===== src/rtl/fetch_pkg.sv =====
// Shared types and constants for the instruction-fetch stage.
package fetch_pkg;

    localparam logic [31:0] FETCH_RESET_PC = 32'h0000_0000;
    localparam logic [31:0] FETCH_NOP_INST = 32'h0000_0013;

    typedef enum logic [1:0] {
        S_BOOT = 2'd0,
        S_WAIT = 2'd1,
        S_KILL = 2'd2,
        S_HOLD = 2'd3
    } state_t;

    typedef struct packed {
        logic        redir;
        logic [31:0] tgt;
    } redir_t;

endpackage


===== src/rtl/fetch_if.sv =====
// Instruction-memory request/response bundle between fetch (master) and imem (slave).
interface fetch_if;
    logic        imem_req;
    logic [31:0] imem_addr;
    logic        imem_valid;
    logic [31:0] imem_rdata;

    modport master (output imem_req, output imem_addr, input imem_valid, input imem_rdata);
    modport slave  (input imem_req, input imem_addr, output imem_valid, output imem_rdata);
endinterface


===== src/rtl/fetch_pc_sel.sv =====
// Redirect priority mux: trap beats late branch beats early branch.
module fetch_pc_sel
    import fetch_pkg::*;
(
    input  logic        i_trap_c,
    input  logic [31:0] i_trap_pc,
    input  logic        i_late_c,
    input  logic [31:0] i_late_pc,
    input  logic        i_early_c,
    input  logic [31:0] i_early_pc,
    output redir_t      o_sel
);

    always_comb begin
        o_sel.redir = 1'b0;
        o_sel.tgt   = 32'h0;
        if (i_trap_c) begin
            o_sel.redir = 1'b1;
            o_sel.tgt   = i_trap_pc;
        end else if (i_late_c) begin
            o_sel.redir = 1'b1;
            o_sel.tgt   = i_late_pc;
        end else if (i_early_c) begin
            o_sel.redir = 1'b1;
            o_sel.tgt   = i_early_pc;
        end
    end

endmodule


===== src/rtl/fetch.sv =====
// IF stage: owns the PC, keeps one imem request outstanding, and fills the IF/ID register.
// state  | meaning
// S_BOOT | first cycle after reset, no request yet
// S_WAIT | request outstanding at r_addr
// S_KILL | wrong-path request outstanding; redirect to r_tgt when it returns
// S_HOLD | returned word parked in r_buf while decode stalls
module fetch
    import fetch_pkg::*;
#(
    parameter logic [31:0] RESET_PC = FETCH_RESET_PC,
    parameter logic [31:0] NOP_INST = FETCH_NOP_INST
) (
    input  logic        clk,
    input  logic        rst,
    input  logic        keep,
    input  logic        nop,
    input  logic        branch_PC_early_contral,
    input  logic [31:0] branch_PC_early,
    input  logic        branch_PC_late_contral,
    input  logic [31:0] branch_PC_late,
    input  logic        trap_contral,
    input  logic [31:0] trap_PC,
    fetch_if.master     imem,
    output logic        if_valid,
    output logic [31:0] PC_pype0,
    output logic [31:0] PCp4_pype0,
    output logic [31:0] Instraction_pype
);

    state_t      r_state;
    logic [31:0] r_addr;
    logic [31:0] r_tgt;
    logic [31:0] r_buf;

    state_t      w_state_nxt;
    logic [31:0] w_addr_nxt;
    logic [31:0] w_tgt_nxt;
    logic [31:0] w_buf_nxt;
    logic        w_ld;
    logic [31:0] w_ld_instr;
    redir_t      w_sel;

    fetch_pc_sel u_pc_sel (
        .i_trap_c   (trap_contral),
        .i_trap_pc  (trap_PC),
        .i_late_c   (branch_PC_late_contral),
        .i_late_pc  (branch_PC_late),
        .i_early_c  (branch_PC_early_contral),
        .i_early_pc (branch_PC_early),
        .o_sel      (w_sel)
    );

    assign imem.imem_addr = r_addr;

    always_comb begin
        w_state_nxt   = r_state;
        w_addr_nxt    = r_addr;
        w_tgt_nxt     = r_tgt;
        w_buf_nxt     = r_buf;
        w_ld          = 1'b0;
        w_ld_instr    = r_buf;
        imem.imem_req = (r_state == S_WAIT) || (r_state == S_KILL);
        case (r_state)
            S_BOOT: begin
                w_state_nxt = S_WAIT;
                w_addr_nxt  = RESET_PC;
            end
            S_WAIT: begin
                if (w_sel.redir) begin
                    if (imem.imem_valid) begin
                        w_addr_nxt = w_sel.tgt;
                    end else begin
                        w_tgt_nxt   = w_sel.tgt;
                        w_state_nxt = S_KILL;
                    end
                end else if (imem.imem_valid) begin
                    if (keep) begin
                        w_buf_nxt   = imem.imem_rdata;
                        w_state_nxt = S_HOLD;
                    end else begin
                        w_ld       = 1'b1;
                        w_ld_instr = imem.imem_rdata;
                        w_addr_nxt = r_addr + 32'd4;
                    end
                end
            end
            S_KILL: begin
                // The handshake is never aborted; a redirect arriving with the response still wins.
                if (imem.imem_valid) begin
                    w_addr_nxt  = w_sel.redir ? w_sel.tgt : r_tgt;
                    w_state_nxt = S_WAIT;
                end else if (w_sel.redir) begin
                    w_tgt_nxt = w_sel.tgt;
                end
            end
            S_HOLD: begin
                if (w_sel.redir) begin
                    w_addr_nxt  = w_sel.tgt;
                    w_state_nxt = S_WAIT;
                end else if (!keep) begin
                    w_ld        = 1'b1;
                    w_addr_nxt  = r_addr + 32'd4;
                    w_state_nxt = S_WAIT;
                end
            end
            default: w_state_nxt = S_BOOT;
        endcase
    end

    always_ff @(posedge clk or posedge rst) begin
        if (rst) begin
            r_state <= S_BOOT;
            r_addr  <= RESET_PC;
            r_tgt   <= 32'h0;
            r_buf   <= 32'h0;
        end else begin
            r_state <= w_state_nxt;
            r_addr  <= w_addr_nxt;
            r_tgt   <= w_tgt_nxt;
            r_buf   <= w_buf_nxt;
        end
    end

    // Decode's view: flush beats stall, stall beats new data, otherwise a bubble.
    always_ff @(posedge clk or posedge rst) begin
        if (rst) begin
            if_valid         <= 1'b0;
            PC_pype0         <= 32'h0;
            PCp4_pype0       <= 32'h0;
            Instraction_pype <= NOP_INST;
        end else if (nop) begin
            if_valid         <= 1'b0;
            PC_pype0         <= 32'h0;
            PCp4_pype0       <= 32'h0;
            Instraction_pype <= NOP_INST;
        end else if (keep) begin
            if_valid         <= if_valid;
        end else if (w_ld) begin
            if_valid         <= 1'b1;
            PC_pype0         <= r_addr;
            PCp4_pype0       <= r_addr + 32'd4;
            Instraction_pype <= w_ld_instr;
        end else begin
            if_valid         <= 1'b0;
            PC_pype0         <= 32'h0;
            PCp4_pype0       <= 32'h0;
            Instraction_pype <= NOP_INST;
        end
    end

endmodule


===== src/flat_wrapper.sv =====
// flat-port wrapper written by rule: the top's interface ports become plain ports
module fetch_flat import fetch_pkg::*;
#(
    parameter logic [31:0] RESET_PC = FETCH_RESET_PC,
    parameter logic [31:0] NOP_INST = FETCH_NOP_INST
)
  (clk, rst, keep, nop, branch_PC_early_contral, branch_PC_early, branch_PC_late_contral, branch_PC_late, trap_contral, trap_PC, if_valid, PC_pype0, PCp4_pype0, Instraction_pype, imem_imem_req, imem_imem_addr, imem_imem_valid, imem_imem_rdata);
  fetch_if imem_i ();
  input  logic clk;
  input  logic rst;
  input  logic keep;
  input  logic nop;
  input  logic branch_PC_early_contral;
  input  logic [31:0] branch_PC_early;
  input  logic branch_PC_late_contral;
  input  logic [31:0] branch_PC_late;
  input  logic trap_contral;
  input  logic [31:0] trap_PC;
  output logic if_valid;
  output logic [31:0] PC_pype0;
  output logic [31:0] PCp4_pype0;
  output logic [31:0] Instraction_pype;
  output wire logic [$bits(imem_i.imem_req)-1:0] imem_imem_req;
  output wire logic [$bits(imem_i.imem_addr)-1:0] imem_imem_addr;
  input wire logic [$bits(imem_i.imem_valid)-1:0] imem_imem_valid;
  input wire logic [$bits(imem_i.imem_rdata)-1:0] imem_imem_rdata;
  assign imem_imem_req = imem_i.imem_req;
  assign imem_imem_addr = imem_i.imem_addr;
  assign imem_i.imem_valid = imem_imem_valid;
  assign imem_i.imem_rdata = imem_imem_rdata;
  fetch #(.RESET_PC(RESET_PC), .NOP_INST(NOP_INST)) u_core (.clk(clk), .rst(rst), .keep(keep), .nop(nop), .branch_PC_early_contral(branch_PC_early_contral), .branch_PC_early(branch_PC_early), .branch_PC_late_contral(branch_PC_late_contral), .branch_PC_late(branch_PC_late), .trap_contral(trap_contral), .trap_PC(trap_PC), .imem(imem_i), .if_valid(if_valid), .PC_pype0(PC_pype0), .PCp4_pype0(PCp4_pype0), .Instraction_pype(Instraction_pype));
endmodule

===== config.mk =====
export PLATFORM = sky130hd
export DESIGN_NAME = fetch_flat
export DESIGN_NICKNAME = d
export VERILOG_FILES = /design/src/rtl/fetch_pkg.sv /design/src/rtl/fetch_if.sv /design/src/rtl/fetch_pc_sel.sv /design/src/rtl/fetch.sv /design/src/flat_wrapper.sv
export SDC_FILE = /design/constraint.sdc
export NUM_CORES = 1
export LEC_CHECK = 0
export ABC_AREA = 0
export BUFFER_PORTS_ARGS = -buffer_cell sky130_fd_sc_hd__buf_2
export CAP_MARGIN = 20
export CORE_MARGIN = 10
export CORE_UTILIZATION = 58
export DETAILED_ROUTE_END_ITERATION = 10
export GPL_ROUTABILITY_DRIVEN = 0
export PLACE_DENSITY_LB_ADDON = 0.12
export SLEW_MARGIN = 10
export SYNTH_ARGS = -nofsm -noshare
export SYNTH_HDL_FRONTEND = slang
export SYNTH_SLANG_ARGS = --single-unit

===== constraint.sdc =====
create_clock -name clk -period 13.6 [get_ports clk]
set_input_delay 0.68 -clock clk [delete_from_list [all_inputs] [get_ports clk]]
set_output_delay 0.68 -clock clk [all_outputs]
set_load 0.05 [all_outputs]

# == Word level (Yosys, flattened, before mapping) ==
# Cells that the tools add are included.
# word_totals
mem_bits_ro,0
out_inout_bits,130
n_memories,0
mem_bits_rw,0
latchBits,0
regBits,195
word_cells,73
# op_classes
mux,43
multipliers,0
n_div,0
add_sub_neg,1
n_bitwise,1
order_cmp,0
shifts,0
reduce_logical,7
n_eq_ne,13
# ops
cell,n
$mux W32,22
$pmux W32 S4,1
$mux W33,3
$pmux W32 S2,1
$add A32 B3 Y32 const B,1
$mux W2,7
$ne A3 B3 Y1 const B,4
$ne A2 B2 Y1 const B,5
$pmux W2 S4,1
$reduce_and A4 Y1,2
$mux W1,7
$reduce_and A5 Y1,1
$eq A2 B2 Y1 const B,2
$eq A2 B1 Y1 const B,1
$logic_not A2 Y1,1
$ne A2 B1 Y1 const B,1
$pmux W1 S2,1
$reduce_and A2 Y1,1
$reduce_bool A2 Y1,1
$logic_or A1 B1 Y1,1
$not A1 Y1,1

# == Logic depth before layout (Yosys ltp) ==
# depth
word_depth,8
ltp_mapped,10
mapped_depth_nobuf,7

# == Modules after synthesis ==
# From an unflattened synthesis, not the netlist that was laid out.
# hier_totals
cells_unflattened,1009
hier_area_um2,9989.6
# by_module_without_submodules
module,seq_area_each_um2,area_each_um2,instances,cells_per_inst
fetch,4833.4,9078.7,1,862
fetch_pc_sel,0.0,910.9,1,147

# == Worst setup path before layout ==
# No wires, ideal clock.
# synth_path
kind,reg2reg
start,"register u_core.r_addr[12], in the netlist u_core.imem.imem_addr[12]"
end,"register u_core.r_addr[31], in the netlist u_core.imem.imem_addr[31]"
path_stages_with_launch,8
arrival_time_ps,2194
setup_ps,127
path_slack_ps,11279
path_buffers,2
cell_sequence,dfrtp_1 > buf_2 > nand4_1 > nor4_2 > buf_2 > nand4_1 > mux2i_1 > or2_2
# synth_via
elab_chain_cells,5
# synth_lines
element,line,rtl
start: declaration,fetch.sv:31,logic [31:0] r_addr;
start signal: assignment,fetch.sv:118,r_addr <= w_addr_nxt;
$add A32 B3 Y32 (*),"fetch.sv:83, fetch.sv:102",
$mux W32 (*),"fetch.sv:77, fetch.sv:100",
$mux W32,fetch.sv:76,end else if (imem.imem_valid) begin
$mux W32,fetch.sv:69,if (w_sel.redir) begin
$pmux W32 S4 (*),fetch.sv:63,case (r_state)
# Mark *: on every way between the ends. The rest lies on a longest branch, timed or not. The select of a mux whose other input is x is not followed.
# A chain may end at the register's enable or synchronous reset.

# == Worst setup path in the final report ==
# layout_path
start,input branch_PC_late_contral
end,register u_core.r_buf[30]
# layout_via
elab_chain_cells,4
# layout_lines
element,line,rtl
start: declaration,flat_wrapper.sv:15,input logic branch_PC_late_contral;
$mux W33,fetch_pc_sel.sv:20,end else if (i_late_c) begin
$mux W33,fetch_pc_sel.sv:17,if (i_trap_c) begin
$not A1 Y1 (no line),n/a,
$reduce_and A4 Y1 (no line),n/a,
end signal: assignment,fetch.sv:120,r_buf <= w_buf_nxt;
end: declaration,fetch.sv:33,logic [31:0] r_buf;
# Every way passes these cells.

==> results.ini <==
[outcome]
outcome = finished clean

[floorplan]
io-pin-count = 266
die-area_um2 = 23000
placement_rows = 48
core_area_um2 = 17200
die_width_um = 152
fp.dieH_um = 152
start_util_pct = 58.6

[synth]
syn-num-nets = 1158
syn_area_per_cell_um2 = 9.90
synthFlopType = dfrtp_1
yosysSeqAreaShare_pct = 48.0
synth_edf_count = 0
async_reset_ff_share_pct = 100
synth_top_area_share_pct = 47.2
yosysWarnings = 0
syn_area_um2 = 10100
synth_seq_cells = 193
yosys-top-cells-area = dfrtp_1 47%, o21ai_0 6.0%, nand2_1 5.1%
synth.distinct_cells = 72
netlist_instances = 1017
synth_area_leader_cell = dfrtp_1

[clocking]
cts_buffer_depth = 2
post_cts_buffers = 0
cts-resized-gates = 0
numCtsBuffers = 17
root_buffer = clkbuf_16
worstSkewPairLatency_ps = 430
cts_hold_buffers = 0
numClockSinks = 193
clk_pin_slew_ps = 70
cts_tree = yes
htreeDepth = 4

[sta]
fin_crit_sh_pct = 23.6
fin_setup_tns_ps = 0
fin_skew_ps = 8.79
period_needed_ps = 3210
finalSetupViolCount = 0
hold_violations = 0
setup_slack_ps = 10390
slew_headroom_pct = 24.1
slew_viol_final = 0
worstMarginPinSlew_ps = 1140
max_freq_ghz = 0.312
rsz0062_at_grt = false

[min_path]
hp-class = in -> async

[drt]
dr.pass1.iters = 5
wl_per_cell_um = 21.0
met1_length_um = 13800
dr.max_layer_used = met4
postRouteAntennaNets = 0
viasPerCell = 6.13
dr_wl_met3_um = 2960
drc = 0
num_vias = 8976
wl_um = 30700
drtIter0Drc = 876
dr_wl_met2_um = 13300

[layout]
n_antenna_cell = 0
fin_cells = 1464
drive_gt1_share_pct = 28.5
multi_input_area_um2 = 4800
ff_latch_area_um2 = 4830
syn_to_final_growth_pct = 19.0
fill_cells = 1389
layout.nets = 1367

[setup_path]
crit_chain = buf_2 -> nor3_2 -> buf_4 -> and3_2 -> buf_4 -> nand2_2 -> mux2_1
path_buf_inv = 3
cp_top_family = buffers and inverters
worstSetupStartpointType = input pin
arrival_ps = 3510
cpMaxStageDelayCell = nand2_2
critical_path_class = in -> reg
crit_path_end_kind = register
path_max_fanout = 54
cp_common_cell = buf_4
slowest_delay_ps = 600
required_ps = 13910

[global_routing]
grt_pass1_vias = 8790
antenna_found_initial = 1
grt_overflow_total = 0
grt_pass1_wl_um = 48600
grt_max_degree = 120
track_usage_pct = 26.5

[job]
max_cap_violations = 0

[place]
place_inst = 1431
dp_hpwl_um = 22000
portBuffers = 265
post-place-ws_ps = 9890

[power_and_ir_drop]
irDropWorstVdd_v = 0.000110
p_leak_uw = 0.00568
powerDensity_nw_per_um2 = 184

==> metal layers <==
| layer | GRT usage [%] | up-vias |
|---|---|---|
| li1 | - | 4159 |
| met5 | 0 | - |
| met1 | 38.7 | 4296 |
| met2 | 38.4 | 483 |
| met4 | 7.34 | 0 |
| met3 | 6.21 | 38 |
==> cell usage in the layout (no fill, tap or decap), types with 9 or more instances in the layout <==
| master | count |
|---|---|
| nor2_1 | 28 |
| a21oi_1 | 50 |
| buf_2 | 265 |
| buf_4 | 10 |
| mux2_2 | 19 |
| and2_1 | 10 |
| o21ai_0 | 120 |
| nand3_1 | 18 |
| xnor2_1 | 9 |
| mux2_1 | 31 |
| a22oi_1 | 25 |
| xor2_1 | 16 |
| nand4_1 | 14 |
| clkbuf_16 | 17 |
| nand2_1 | 136 |
| o22ai_1 | 14 |
| dfrtp_1 | 190 |
| o21ai_1 | 12 |
| mux2i_1 | 35 |
| a22o_1 | 41 |
==> area by class of cell <==
class / instances / area share [%]
Clock buffer: 19 / 3.78
Clock inverter: 13 / 1.10
Inverter: 9 / 0.345
Multi-Input combinational cell: 728 / 40.1
Sequential cell: 193 / 40.4
Tap cell: 225 / 2.35
Timing Repair Buffer: 277 / 12.0
==> power by group <==
group          internal [uW]  switching (uW)
clock network            266             227
logic                    295             541
registers                718             158
total                   1280             926
==> state kept, by name (all words and copies together) (netlist names) <==
signal                   flops
u_core.if_valid              1
u_core.PC_pype0             30
u_core.imem.imem_addr       32
u_core.Instraction_pype     32
u_core.r_buf                32
u_core.PCp4_pype0           32
u_core.r_state               2
u_core.r_tgt                32
==> synthesized netlist by cell type (19+ instances only) <==
cell and instances:
a22o_1 41, a21oi_1 50, a22oi_1 25, o21ai_0 120
nor2_1 28, mux2_1 31, buf_2 32, mux2i_1 35
dfrtp_1 190, nand2_1 136, mux2_2 19, clkbuf_1 41
==> path summary, 6_finish.rpt <==
| check | cells past startpoint | start | endpoint | slack [ps] |
|---|---|---|---|---|
| setup / recovery | 7 | branch_PC_late_contral | u_core.r_buf[30] | 10390 |
| hold / removal | 2 | rst | u_core.PCp4_pype0[15] | 410 |
| setup reg to reg | 6 | u_core.imem.imem_addr[2] | u_core.imem.imem_addr[18] | 10680 |
| hold reg to reg | 2 | u_core.Instraction_pype[7] | u_core.Instraction_pype[7] | 470 |
| max in group asynchronous | 3 | rst | u_core.r_tgt[0] | 11730 |
| min in group clk | 2 | u_core.Instraction_pype[7] | u_core.Instraction_pype[7] | 470 |
==> kinds of logic (layout without fill, tap and decap cells) <==
logic type,Yosys count,count (layout),share of synthesized area [%]
and+or+nand+nor,268,268,13.3
buffers and inverters,96,318,4.43
AOI/OAI and AO/OA,345,345,22.4
adders and majority gates,5,5,0.622
muxes,85,85,9.07
xor gates and xnor gates,25,25,2.18
DFF,193,193,48.0
==> per-stage QoR <==
stage                     hold slack [ps]  power, uW  util, %  cell area, um2
after floorplan                       447       1460        -           10100
after global placement                456       1680     66.1           11400
after detailed placement              465       1710     66.3           11400
after CTS                             453       2200     69.7           12000
after global routing                  471       2320     69.7           12000
final                                 410       2210     69.7           12000
Note: power is estimated with default switching activity, not from simulation.
